File: src/rtl/matadd_stream.sv
// Streaming element-wise matrix add/subtract with wrap or signed-saturating lanes.
// One output register stage; the input is back-pressured straight from the output handshake.
module matadd_stream #(
  parameter int DW    = 32,
  parameter int ROWS  = 2,
  parameter int COLS  = 3,
  parameter int LANES = 1,
  parameter int RW    = 16,
  localparam int RBW  = (ROWS > 1) ? $clog2(ROWS) : 1,
  localparam int CBW  = (COLS > 1) ? $clog2(COLS) : 1
) (
  input  logic                  clk,
  input  logic                  rst,
  input  logic                  in_valid,
  output logic                  in_ready,
  input  logic [LANES*DW-1:0]   in_a,
  input  logic [LANES*DW-1:0]   in_b,
  input  logic [1:0]            op,
  output logic                  out_valid,
  input  logic                  out_ready,
  output logic [LANES*DW-1:0]   out_data,
  output logic [RBW-1:0]        out_row,
  output logic [CBW-1:0]        out_col,
  output logic                  out_last,
  output logic                  out_sat,
  output logic [RW-1:0]         mat_count
);

  generate
    if (COLS % LANES != 0) begin : g_bad_lanes
      $error("matadd_stream: COLS must be a multiple of LANES");
    end
  endgenerate

  logic [RBW-1:0]      row;
  logic [CBW-1:0]      col;
  logic [1:0]          mode;
  logic                accept;
  logic                first_beat;
  logic                last_beat;
  logic                col_end;
  logic [1:0]          eff_op;
  logic [LANES*DW-1:0] res;
  logic                sat_any;
  logic [DW-1:0]       a_lane;
  logic [DW-1:0]       b_lane;
  logic [DW:0]         sum;

  assign in_ready   = !out_valid || out_ready;
  assign accept     = in_valid && in_ready;
  assign first_beat = (row == '0) && (col == '0);
  assign col_end    = (col == CBW'(COLS - LANES));
  assign last_beat  = (row == RBW'(ROWS - 1)) && col_end;
  // The index-0 beat uses op directly so the first beat already sees the new mode.
  assign eff_op     = first_beat ? op : mode;

  always_ff @(posedge clk or posedge rst) begin
    if (rst) begin
      row  <= '0;
      col  <= '0;
      mode <= 2'b00;
    end else if (accept) begin
      if (first_beat) mode <= op;
      if (last_beat) begin
        row <= '0;
        col <= '0;
      end else if (col_end) begin
        row <= row + 1'b1;
        col <= '0;
      end else begin
        col <= col + CBW'(LANES);
      end
    end
  end

  // Sign-extend to DW+1 bits; overflow shows as disagreement of the top two bits.
  always_comb begin
    res     = '0;
    sat_any = 1'b0;
    a_lane  = '0;
    b_lane  = '0;
    sum     = '0;
    for (int k = 0; k < LANES; k++) begin
      a_lane = in_a[k*DW +: DW];
      b_lane = in_b[k*DW +: DW];
      if (eff_op[0]) sum = {a_lane[DW-1], a_lane} - {b_lane[DW-1], b_lane};
      else           sum = {a_lane[DW-1], a_lane} + {b_lane[DW-1], b_lane};
      if (eff_op[1] && (sum[DW] != sum[DW-1])) begin
        sat_any = 1'b1;
        res[k*DW +: DW] = sum[DW] ? {1'b1, {(DW-1){1'b0}}} : {1'b0, {(DW-1){1'b1}}};
      end else begin
        res[k*DW +: DW] = sum[DW-1:0];
      end
    end
  end

  always_ff @(posedge clk or posedge rst) begin
    if (rst) begin
      out_valid <= 1'b0;
      out_data  <= '0;
      out_row   <= '0;
      out_col   <= '0;
      out_last  <= 1'b0;
      out_sat   <= 1'b0;
      mat_count <= '0;
    end else begin
      if (accept) begin
        out_valid <= 1'b1;
        out_data  <= res;
        out_row   <= row;
        out_col   <= col;
        out_last  <= last_beat;
        out_sat   <= sat_any;
      end else if (out_ready) begin
        out_valid <= 1'b0;
      end
      if (out_valid && out_ready && out_last) mat_count <= mat_count + 1'b1;
    end
  end

endmodule

File: config.mk
export PLATFORM = sky130hd
export DESIGN_NAME = matadd_stream
export DESIGN_NICKNAME = d
export VERILOG_FILES = /design/src/rtl/matadd_stream.sv
export SDC_FILE = /design/constraint.sdc
export NUM_CORES = 1
export LEC_CHECK = 0
export ABC_AREA = 1
export CAP_MARGIN = 15
export CORE_ASPECT_RATIO = 0.75
export CORE_MARGIN = 3
export CORE_UTILIZATION = 47
export DETAILED_ROUTE_END_ITERATION = 10
export HOLD_SLACK_MARGIN = 0.1
export PLACE_DENSITY_LB_ADDON = 0.05
export SETUP_SLACK_MARGIN = 0.1
export SLEW_MARGIN = 20
export SYNTH_ARGS = -nofsm -noshare
export SYNTH_HDL_FRONTEND = slang
export SYNTH_SLANG_ARGS = --single-unit
export TNS_END_PERCENT = 100
File: constraint.sdc
create_clock -name clk -period 2.8 [get_ports clk]
set_input_delay 0.42 -clock clk [delete_from_list [all_inputs] [get_ports clk]]
set_output_delay 0.42 -clock clk [all_outputs]
set_load 0.05 [all_outputs]
; ---- After elaboration in Yosys (flattened, before gate mapping)
; Cells that the tools add are included.
[word_totals]
register_bits = 59
input_bits = 70
[classes]
n_addsub = 5
eq_ne = 2
n_mux = 11
bitwise = 1
reduce_logical = 12
[ops]
columns = operator, count
row1 = $mux W32, 2
row2 = $add A32 B32 Y33, 1
row3 = $mux W33, 1
row4 = $sub A32 B32 Y33, 1
row5 = $add A16 B1 Y16 const B, 1
row6 = $logic_and A1 B1 Y1, 6
row7 = $mux W2, 3
row8 = $mux W1, 5
row9 = $reduce_bool A2 Y1, 2
row10 = $add A2 B1 Y2 const B, 1
row11 = $eq A2 B2 Y1 const B, 1
row12 = $logic_not A2 Y1, 1
row13 = $reduce_and A2 Y1, 1
row14 = $add A1 B1 Y1 const B, 1
row15 = $logic_not A1 Y1, 1
row16 = $logic_or A1 B1 Y1, 1
row17 = $ne A1 B1 Y1, 1
row18 = $not A1 Y1, 1

; ---- Depth between registers and ports, before layout
[logic_depth]
ltp_word = 7
depth_mapped = 30
depth_no_buf = 29

; ---- Worst setup path before layout
; No wires, ideal clock.
[synth_path]
path_type = input-to-reg
from = input in_b[2]
to = register out_data[10]
setup_ns = 0.121
arrival_ns = 3.206
required_time_ns = 2.679
path_slack_ns = -0.527
path_stages = 27
path_buffers = 1
cell_sequence = nor2_1 -> nand3_1 -> nor3_2 -> nand2_1 -> nor4_1 -> nand2_1 -> nor2_1 -> nand2_1 -> nand2_1 -> nand2_1 -> nand2_1 -> inv_1 -> ha_1 -> nand2_1 -> inv_2 -> nand2_1 -> and2_1 -> nand2_1 -> a21oi_1 -> nand2_2 -> nand2_1 -> nand2_1 -> nand3_2 -> nand2_1 -> inv_2 -> buf_6 -> a21oi_2
[synth_between]
elab_chain_cells = 5
[synth_rtl]
columns = item, line
row1 = "start, declared", 17  ; input logic [LANES*DW-1:0] in_b,
row2 = $add A32 B32 Y33 / $sub A32 B32 Y33 (equally long branches), "87, 86"
row3 = $mux W33 (*), 86  ; if (eff_op[0]) sum = {a_lane[DW-1], a_lane} - {b_lane[DW-1], b_lane};
row4 = $ne A1 B1 Y1, 88  ; if (eff_op[1] && (sum[DW] != sum[DW-1])) begin
row5 = $logic_and A1 B1 Y1, 88
row6 = $mux W32 (*), 88
row7 = "end signal, assigned", 109  ; out_data <= res;
row8 = "end, declared", 21  ; output logic [LANES*DW-1:0] out_data,
; Mark *: on every way between the ends. The rest lies on a longest branch, timed or not.
; A chain may end at the register's enable or synchronous reset.

; ---- Worst setup path in the final report
[layout_path]
from = input in_b[1]
to = register out_data[6]
; Same word-level chain as after synthesis.

==> impl_metrics.toml <==
[critical_path]
crit_chain = "buf_8 -> nor2_4 -> nand3_4 -> nor3_4 -> buf_6 -> nand2_4 -> buf_4 -> o31ai_4 -> xor2_1 -> inv_1 -> ha_1 -> a21oi_1 -> nand2_1 -> a21oi_1 -> nand2_2 -> nand2_1 -> nand2_1 -> nand2_2 -> buf_6 -> nand4_4 -> buf_12 -> buf_16 -> nand3_1 -> a21oi_2"
cp_max_fo = 8
path_buf_inv = 7
cp_top_family = "simple AND/OR/NAND/NOR gates"
crit_type = "primary input to flip-flop"
end_kind = "flip-flop"
critPathArrivalTime_ps = 4050
cp_slowest_cell = "ha_1"
critPathRequiredTime_ps = 3020
slowest_delay_ps = 400
cpMostUsedCell = "nand2_1"
critPathLaunchType = "primary input"

[global_route]
grt_overflow_total = 0
antenna_found_initial = 0
grt_pass1_vias = 7645
grt_pass1_wl_um = 38100
grtUsageTotal_pct = 35.45
grt_max_degree = 38

[routing]
drt-total-wl_um = 28520
ant_nets = 0
vias_per_cell = 5.858
route.detailed.drc = 0
first_pass_iters = 8
drtIter0Drc = 879
routedWlPerCell_um = 20.80
dr_total_vias = 8032

[yosys]
yosysWarnings = 0
syn_nets = 961
synth.area.top_cells = "dfrtp_1 26%, nand2_1 15%, nor2_1 7.8%, ha_1 7.5%, inv_1 7.4%"
syn_area_per_cell_um2 = 6.583
synth_cell_types = 37
ys_seq_elements = 59
synth_top_area_share_pct = 26.20
yosysTopAreaCell = "dfrtp_1"
synth_flop_cell = "dfrtp_1"
ys_seq_area_share_pct = 26.20
synthCells = 856
syn_area_mm2 = 0.005635
synth_edf_count = 0
async_flop_share_pct = 100.0

[layout]
antenna_cells = 0
layout-drive-gt1-share_pct = 37.56
nets = 1314
ff_latch_area_mm2 = 0.001476
multiInputGateArea_mm2 = 0.004511
area_delta_synth_final_pct = 81.10
nFillCells = 497

[clock_network]
postCtsHoldBufs = 0
clock-sinks = 59
cts_buffers = 9
cts_tree = "built"
cts_max_level = 3
root_buffer = "clkbuf_16"
clkTransAtPathRegs_ps = 60
clk_latency_ps = 350
clock_path_buffers = 2

[die]
core_area_mm2 = 0.01131
dieArea_mm2 = 0.01335
initial_utilization_pct = 49.81
boundaryPins = 125
rows = 33
die_h_um = 100.8
die_x_um = 132.4

[timing]
max-slew-margin-rel_pct = 45.11
rsz0062_at_grt = "yes"
timing.fmax_mhz = 261.4
finalSetupViolCount = 33
tightestPinTransition_ps = 822.1
fin_ws_ps = -1026
drv_slew = 0
skew_ps = 9.184
hold_viol_final = 0
fin_crit_sh_pct = 136.6
tns_ps = -31480
fin_crit_ps = 3826

[hold_path]
holdCritPathClass = "flip-flop to flip-flop"

[flow_run]
max_cap_violations = 0

[placement]
gp_congestion = 0.9315
numPortBuffers = 124
dpl.hpwl_um = 15340

[run_status]
status = "finished with violations"
violations = "negative setup slack"
[timing repair]
item | 4_1_cts | 5_1_grt
buffers inserted | 39 | 4
gates cloned | 7 | 2
resized for setup | 161 | 66
pin swaps | 76 | 22
endpoints found under the setup margin | 33 | 33
[metrics by stage]
step	area, um^2	hold WS [ps]	cells	util, %	setup WS (ps)
final	10210	487.8	1371	90.21	-1026
after global routing	10210	511.6	1371	90.21	-1178
after CTS	9837	473.0	1365	86.95	-633.9
after detailed placement	8544	466.0	1303	75.53	-1326
after global placement	8544	457.9	1303	75.53	-1193
after floorplan	5806	453.0	856	-	-216.0
[flip-flops by register name, summed over array words and instances, names as in the netlist]
signal and cells:
out_col 2, out_valid 1, out_last 1, row 1, col 2, mat_count 16
out_data 32, out_sat 1, mode 2, out_row 1
[area by class of cell]
type | count | share of cell area (%)
Clock buffer | 11 | 2.378
Clock inverter | 5 | 0.5149
Inverter | 119 | 4.450
Multi-Input combinational cell | 661 | 44.20
Tap cell | 157 | 1.925
Timing Repair Buffer | 359 | 32.07
Sequential cell | 59 | 14.47
[worst register-to-register path: cells and delay by family (launching register included)]
family	cells	cell delay, ps
AO/OA/AOI/OAI	1	180
AND/OR/NAND/NOR	15	1900
buffers and inverters	6	760
flip-flops	1	400
XOR/XNOR	1	160
adder cells (fa/ha/maj)	1	300
[routing by layer]
metal	track usage (%)	share of wire (%)	vias to the layer above
met1	42.95	37	3675
met2	62.60	46	690
met5	0	0	-
met4	14.46	7.1	0
li1	-	-	3438
met3	6.737	9.9	229
[cell families after synthesis]
family	count (synthesis)	share of synthesized area, %
AO/OA/AOI/OAI	99	11.46
XOR/XNOR	63	9.791
adder cells (fa/ha/maj)	35	7.904
buffers and inverters	136	9.614
flip-flops	59	26.20
multiplexers	1	0.1998
AND/OR/NAND/NOR	463	34.84
[synthesized netlist by cell type (all sizes together) (3+ instances only)]
cell and instances:
xor2 47, buf 12, ha 34, a21oi 70
o21bai 11, and2 3, nor3 17, nand3b 4
clkbuf 5, nand4 9, dfrtp 59, nand3 68
nand2 235, inv 118, nor4 4, xnor2 16
nor2 120, o21ai 14
[placed cells by master (no fill, tap or decap), types with 11 or more instances in the layout]
| cell type | Yosys | final |
|---|---|---|
| clkdlybuf4s50_1 | 0 | 103 |
| nand2_2 | 5 | 42 |
| xor2_1 | 47 | 46 |
| inv_1 | 111 | 103 |
| xnor2_1 | 16 | 15 |
| nor2_1 | 117 | 95 |
| a21oi_2 | 30 | 43 |
| dlygate4sd2_1 | 0 | 13 |
| nand3_4 | 0 | 15 |
| a21oi_1 | 40 | 25 |
| clkbuf_16 | 0 | 11 |
| buf_4 | 0 | 211 |
| dfrtp_1 | 59 | 59 |
| ha_1 | 34 | 23 |
| nor2_4 | 1 | 14 |
| buf_6 | 3 | 11 |
| nand2_1 | 230 | 184 |
| nor2_2 | 2 | 11 |
| nand3_1 | 65 | 36 |
| o21bai_1 | 11 | 11 |
| nor3_1 | 15 | 12 |
| nand3_2 | 3 | 17 |
| inv_2 | 7 | 13 |
[final timing paths]
| kind | start | to | slack [ps] | depth (start not counted) |
|---|---|---|---|---|
| min reg2reg | mat_count[15] | mat_count[15] | 490 | 1 |
| min | mat_count[15] | mat_count[15] | 490 | 1 |
| max in group asynchronous | rst | out_data[28] | 1530 | 3 |
| max reg2reg | col[1] | out_data[16] | -990 | 24 |
| max | in_b[1] | out_data[6] | -1030 | 24 |
| min in group asynchronous | rst | out_data[13] | 580 | 2 |
Power is left out: the tool's default activity adds up to more than one toggle a clock period on the data nets, which glitch-free logic cannot reach.
==> edit 1, RTL diff (same flow settings) <==
The parameter `RW` goes from 16 to 24.
--- a/src/rtl/matadd_stream.sv
+++ b/src/rtl/matadd_stream.sv
@@ -6,5 +6,5 @@
   parameter int COLS  = 3,
   parameter int LANES = 1,
-  parameter int RW    = 16,
+  parameter int RW    = 24,
   localparam int RBW  = (ROWS > 1) ? $clog2(ROWS) : 1,
   localparam int CBW  = (COLS > 1) ? $clog2(COLS) : 1
Ports: changed (resized mat_count); port bits go from 125 to 133. No check against the original RTL was run, so the function may have changed too.
==> edit 1 against the original RTL <==
Worst setup slack gained 280 ps. Wire length fell by 25%. Utilization decreased by 5.1 points. Area after synthesis increased by 1.7%. Clock skew decreased by 2.8 ps. Critical path depth grew 1. The run still ends with setup timing left. Register-to-register slack gained 290 ps. Sequential share of layout area up 2.3 points. Design area decreased by 2.1%. Hold slack improved by 4.0 ps. Synthesized cell count shrank 3.4%. Sequential cell count is 8 higher.
==> edit 1: results (changes against the original RTL) <==
[metrics] outcome: complete, but fails checks (unchanged)
[metrics] failing checks: setup timing (unchanged)
[metrics] post-layout worst setup margin: -746 ps (was -1030 ps)
[metrics] library cell contributing the largest single delay on the critical path: sky130_fd_sc_hd__clkdlybuf4s50_1 (was sky130_fd_sc_hd__ha_1)
[metrics] slew of the pin with the lowest slew margin: 622 ps (was 822 ps)
[metrics] average cell area after synthesis: 6.93 µm² (was 6.58 µm²)
[metrics] per-cell routed wire length: 16.0 µm (was 20.8 µm)
[metrics] worst-skew pair later-pin latency: 330 ps (was 350 ps)
[metrics] met1 Usage GRT: 36.3% (was 42.9%)
[metrics] WL final: 21300 µm (was 28500 µm)
[metrics] overall global routing resource usage: 29.4% (was 35.4%)
[metrics] first-iteration detailed-routing DRC count: 476 (was 879)
[metrics] setup total negative slack: -22860 ps (was -31480 ps)
[metrics] global routing met2 resource utilization: 54.2% (was 62.6%)
[metrics] worst reg2reg startpoint: col[0] (was col[1])
[metrics] part of the Yosys area used for sequential elements: 29.3% (was 26.2%)
[metrics] final-report setup violation count: 33 (unchanged)
[metrics] FILL cells: 694 (was 497)
[metrics] amount of wire on met3 after detailed routing: 1090 µm (was 2830 µm)
[metrics] post-synthesis share of cell area spent on xor and xnor gates: 12.4% (was 9.79%)
[metrics] arrival time reported for the critical path endpoint: 3790 ps (was 4050 ps)
[metrics] synthesized-area fraction occupied by ao, oa, aoi and oai cells: 10.6% (was 11.5%)
[metrics] ratio of cells with drive above 1 in the final layout: 36.5% (was 37.6%)
[metrics] number of distinct library cells after synthesis: 41 (was 37)
[metrics] Critical R2R Capture: out_data[6] (was out_data[16])
[metrics] first-pass GRT wire length: 32700 µm (was 38100 µm)
[metrics] worst-case register-to-register setup slack: -700 ps (was -990 ps)
[metrics] average vias per placed instance: 5.17 (was 5.86)
[metrics] largest registers: out_data (32), mat_count (24) (was out_data (32), mat_count (16))
[metrics] number of global-route vias before repair: 6945 (was 7645)
[metrics] final-layout worst hold slack: 492 ps (was 488 ps)
[metrics] adder-cell share of the synthesized area: 7.77% (was 7.90%)
[metrics] placement-stage cell area: 8500 µm² (was 8540 µm²)
[metrics] maximum number of pins on one net before global-route repair: 46 (was 38)
[metrics] final layout net count: 1276 (was 1314)
[metrics] Setup crit start: in_b[13] (was in_b[1])
[metrics] post-route met1 wirelength: 8930 µm (was 10500 µm)
[metrics] Met2 Routed Length: 10800 µm (was 13200 µm)
[metrics] net count of the mapped netlist: 932 (was 961)
[metrics] placed wire-length estimate after detailed placement: 14000 µm (was 15300 µm)
[metrics] global routing met3 resource utilization: 4.47% (was 6.74%)
==> edit 1: cell types whose count changed in the layout (fill, tap and decap cells not counted), sizes merged, moves of 5 or more <==
cell,change
nor3,-6
dfrtp,+8
o21ai,+12
xnor2,+14
nand2,+5
buf,-23
inv,-17
nand3,-30
clkdlybuf4s50,+12
a21oi,-9
nor2,-9
==> edit 1: layout make-up <==
| cell class | instances | area, µm² | area share (%) |
|---|---|---|---|
| repair buffers | 345 | 3050 | 30.5 |
| flip-flops and latches | 67 | 1680 | 16.8 |
| well taps | 162 | 203 | 2.03 |
| clock buffers | 12 | 267 | 2.67 |
| multi-input cells | 645 | 4370 | 43.7 |
| clock inverters | 2 | 35.0 | 0.351 |
| inverters | 103 | 397 | 3.97 |
==> edit 1: cell families (layout without fill, tap and decap cells) <==
family                     Yosys count  in the layout
adders and majority gates           35             35
AOI/OAI and AO/OA                  104            104
xor gates and xnor gates            81             81
buffers and inverters              115            462
and+or+nand+nor                    425            425
DFF                                 67             67
==> edit 2, RTL diff (same settings) <==
Made on the original files. Register the output `mat_count` once more; this adds one clock of latency there. The other outputs are not delayed to match.
--- a/src/rtl/matadd_stream.sv
+++ b/src/rtl/matadd_stream.sv
@@ -26,4 +26,6 @@
   output logic [RW-1:0]         mat_count
 );
+
+  logic [RW-1:0] mat_count_s0;
 
   generate
@@ -103,5 +105,5 @@
       out_last  <= 1'b0;
       out_sat   <= 1'b0;
-      mat_count <= '0;
+      mat_count_s0 <= '0;
     end else begin
       if (accept) begin
@@ -115,5 +117,13 @@
         out_valid <= 1'b0;
       end
-      if (out_valid && out_ready && out_last) mat_count <= mat_count + 1'b1;
+      if (out_valid && out_ready && out_last) mat_count_s0 <= mat_count_s0 + 1'b1;
+    end
+  end
+
+  always_ff @(posedge clk or posedge rst) begin
+    if (rst) begin
+      mat_count <= '0;
+    end else begin
+      mat_count <= mat_count_s0;
     end
   end
Check against the original RTL: not equivalent (Yosys sat finds a counterexample within 10 cycles, from zero or initial values and one cycle with rst high).
==> edit 2 against the original RTL <==
Synthesized cell count decreased by 5.3%. Critical path type is now flip-flop to flip-flop. Design area increased by 0.31%. Via count decreased by 11%. The run still ends with setup timing left. Highest routed layer unchanged. Die area increased by 2.5%. Area after synthesis increased by 2.6%. Wire length decreased by 15%. Sequential cell count increased by 16. Worst setup slack improved by 170 ps.
==> edit 2: results (changes against the original RTL) <==
[metrics] global routing met3 resource utilization: 5.22% (was 6.74%)
[metrics] clock network area share: 2.82% (was 2.89%)
[metrics] net count of the mapped netlist: 916 (was 961)
[metrics] placement-stage cell area: 8680 µm² (was 8540 µm²)
[metrics] final-report setup violation count: 33 (unchanged)
[metrics] failing checks: setup timing (unchanged)
[metrics] width of the die: 134 µm (was 132 µm)
[metrics] FILL cells: 611 (was 497)
[metrics] worst reg2reg startpoint: col[0] (was col[1])
[metrics] Endpoint, Worst Hold: mat_count[15] (unchanged)
[metrics] hold path start: mat_count_s0[15] (was mat_count[15])
[metrics] cells taking the most area after synthesis: sky130_fd_sc_hd__dfrtp_1 32%, sky130_fd_sc_hd__nand2_1 13%, sky130_fd_sc_hd__xor2_1 8.0% (was sky130_fd_sc_hd__dfrtp_1 26%, sky130_fd_sc_hd__nand2_1 15%, sky130_fd_sc_hd__nor2_1 7.8%)
[metrics] part of the Yosys area used for sequential elements: 32.4% (was 26.2%)
[metrics] slew of the pin with the lowest slew margin: 563 ps (was 822 ps)
[metrics] Gates resized, CTS repair: 150 (was 161)
[metrics] post-layout worst setup margin: -853 ps (was -1030 ps)
[metrics] library cell contributing the largest single delay on the critical path: sky130_fd_sc_hd__dfrtp_1 (was sky130_fd_sc_hd__ha_1)
[metrics] Critical R2R Capture: out_data[28] (was out_data[16])
[metrics] ratio of cells with drive above 1 in the final layout: 40.1% (was 37.6%)
[metrics] multi-input gates: 625 (was 661)
[metrics] first-pass GRT wire length: 33200 µm (was 38100 µm)
[metrics] number of non-clock inverters: 98 (was 119)
[metrics] buffers inserted during post-CTS setup optimization: 34 (was 39)
[metrics] setup clock skew after layout: 3.73 ps (was 9.18 ps)
[metrics] WL final: 24200 µm (was 28500 µm)
[metrics] maximum number of pins on one net before global-route repair: 76 (was 38)
[metrics] flip-flop and latch count: 75 (was 59)
[metrics] Final Non-Filler Cells: 1339 (was 1371)
[metrics] number of buffers outside the clock class in the layout: 363 (was 359)
[metrics] Final Cell Area: 10200 µm² (about the same)
[metrics] final-layout worst hold slack: 404 ps (was 488 ps)
[metrics] cell count after synthesis: 811 (was 856)
[metrics] register area: 1880 µm² (was 1480 µm²)
[metrics] total number of vias: 7188 (was 8032)
[metrics] largest registers: out_data (32), mat_count (16), mat_count_s0 (16) (was out_data (32), mat_count (16))
[metrics] placed wire-length estimate after detailed placement: 14600 µm (was 15300 µm)
[metrics] number of global-route vias before repair: 6950 (was 7645)
[metrics] outcome: complete, but fails checks (unchanged)
[metrics] Hold Crit Depth: 0 (was 1)
[metrics] number of clock buffers in the layout: 14 (was 11)
[metrics] overall global routing resource usage: 30.1% (was 35.4%)
[metrics] number of distinct library cells after synthesis: 42 (was 37)
[metrics] worst-skew pair later-pin latency: 330 ps (was 350 ps)
[metrics] Non-Clock Buffer Area Fraction: 31.0% (was 32.1%)
## edit 2: cell types whose count changed after synthesis, moves of 5 or more
cell                      unedited run  this run
sky130_fd_sc_hd__a21oi_1            40        57
sky130_fd_sc_hd__a21oi_2            30        10
sky130_fd_sc_hd__buf_2               7         2
sky130_fd_sc_hd__dfrtp_1            59        75
sky130_fd_sc_hd__inv_1             111        92
sky130_fd_sc_hd__nand2_1           230       205
sky130_fd_sc_hd__nand2_2             5        17
sky130_fd_sc_hd__nand3_1            65        29
sky130_fd_sc_hd__o21ai_0            14        21
sky130_fd_sc_hd__xor2_1             47        53
## edit 2: power by group
part / switching (µW) / internal [µW]
Clock: 422 / 714
Combinational: 7200 / 5860
Sequential: 261 / 1450
Total: 7880 / 8030
## edit 2: layer usage
layer	vias up	wire, µm
li1	3308	-
met1	3403	9390
met2	363	11900
met3	114	1540
met4	0	1410
met5	-	0
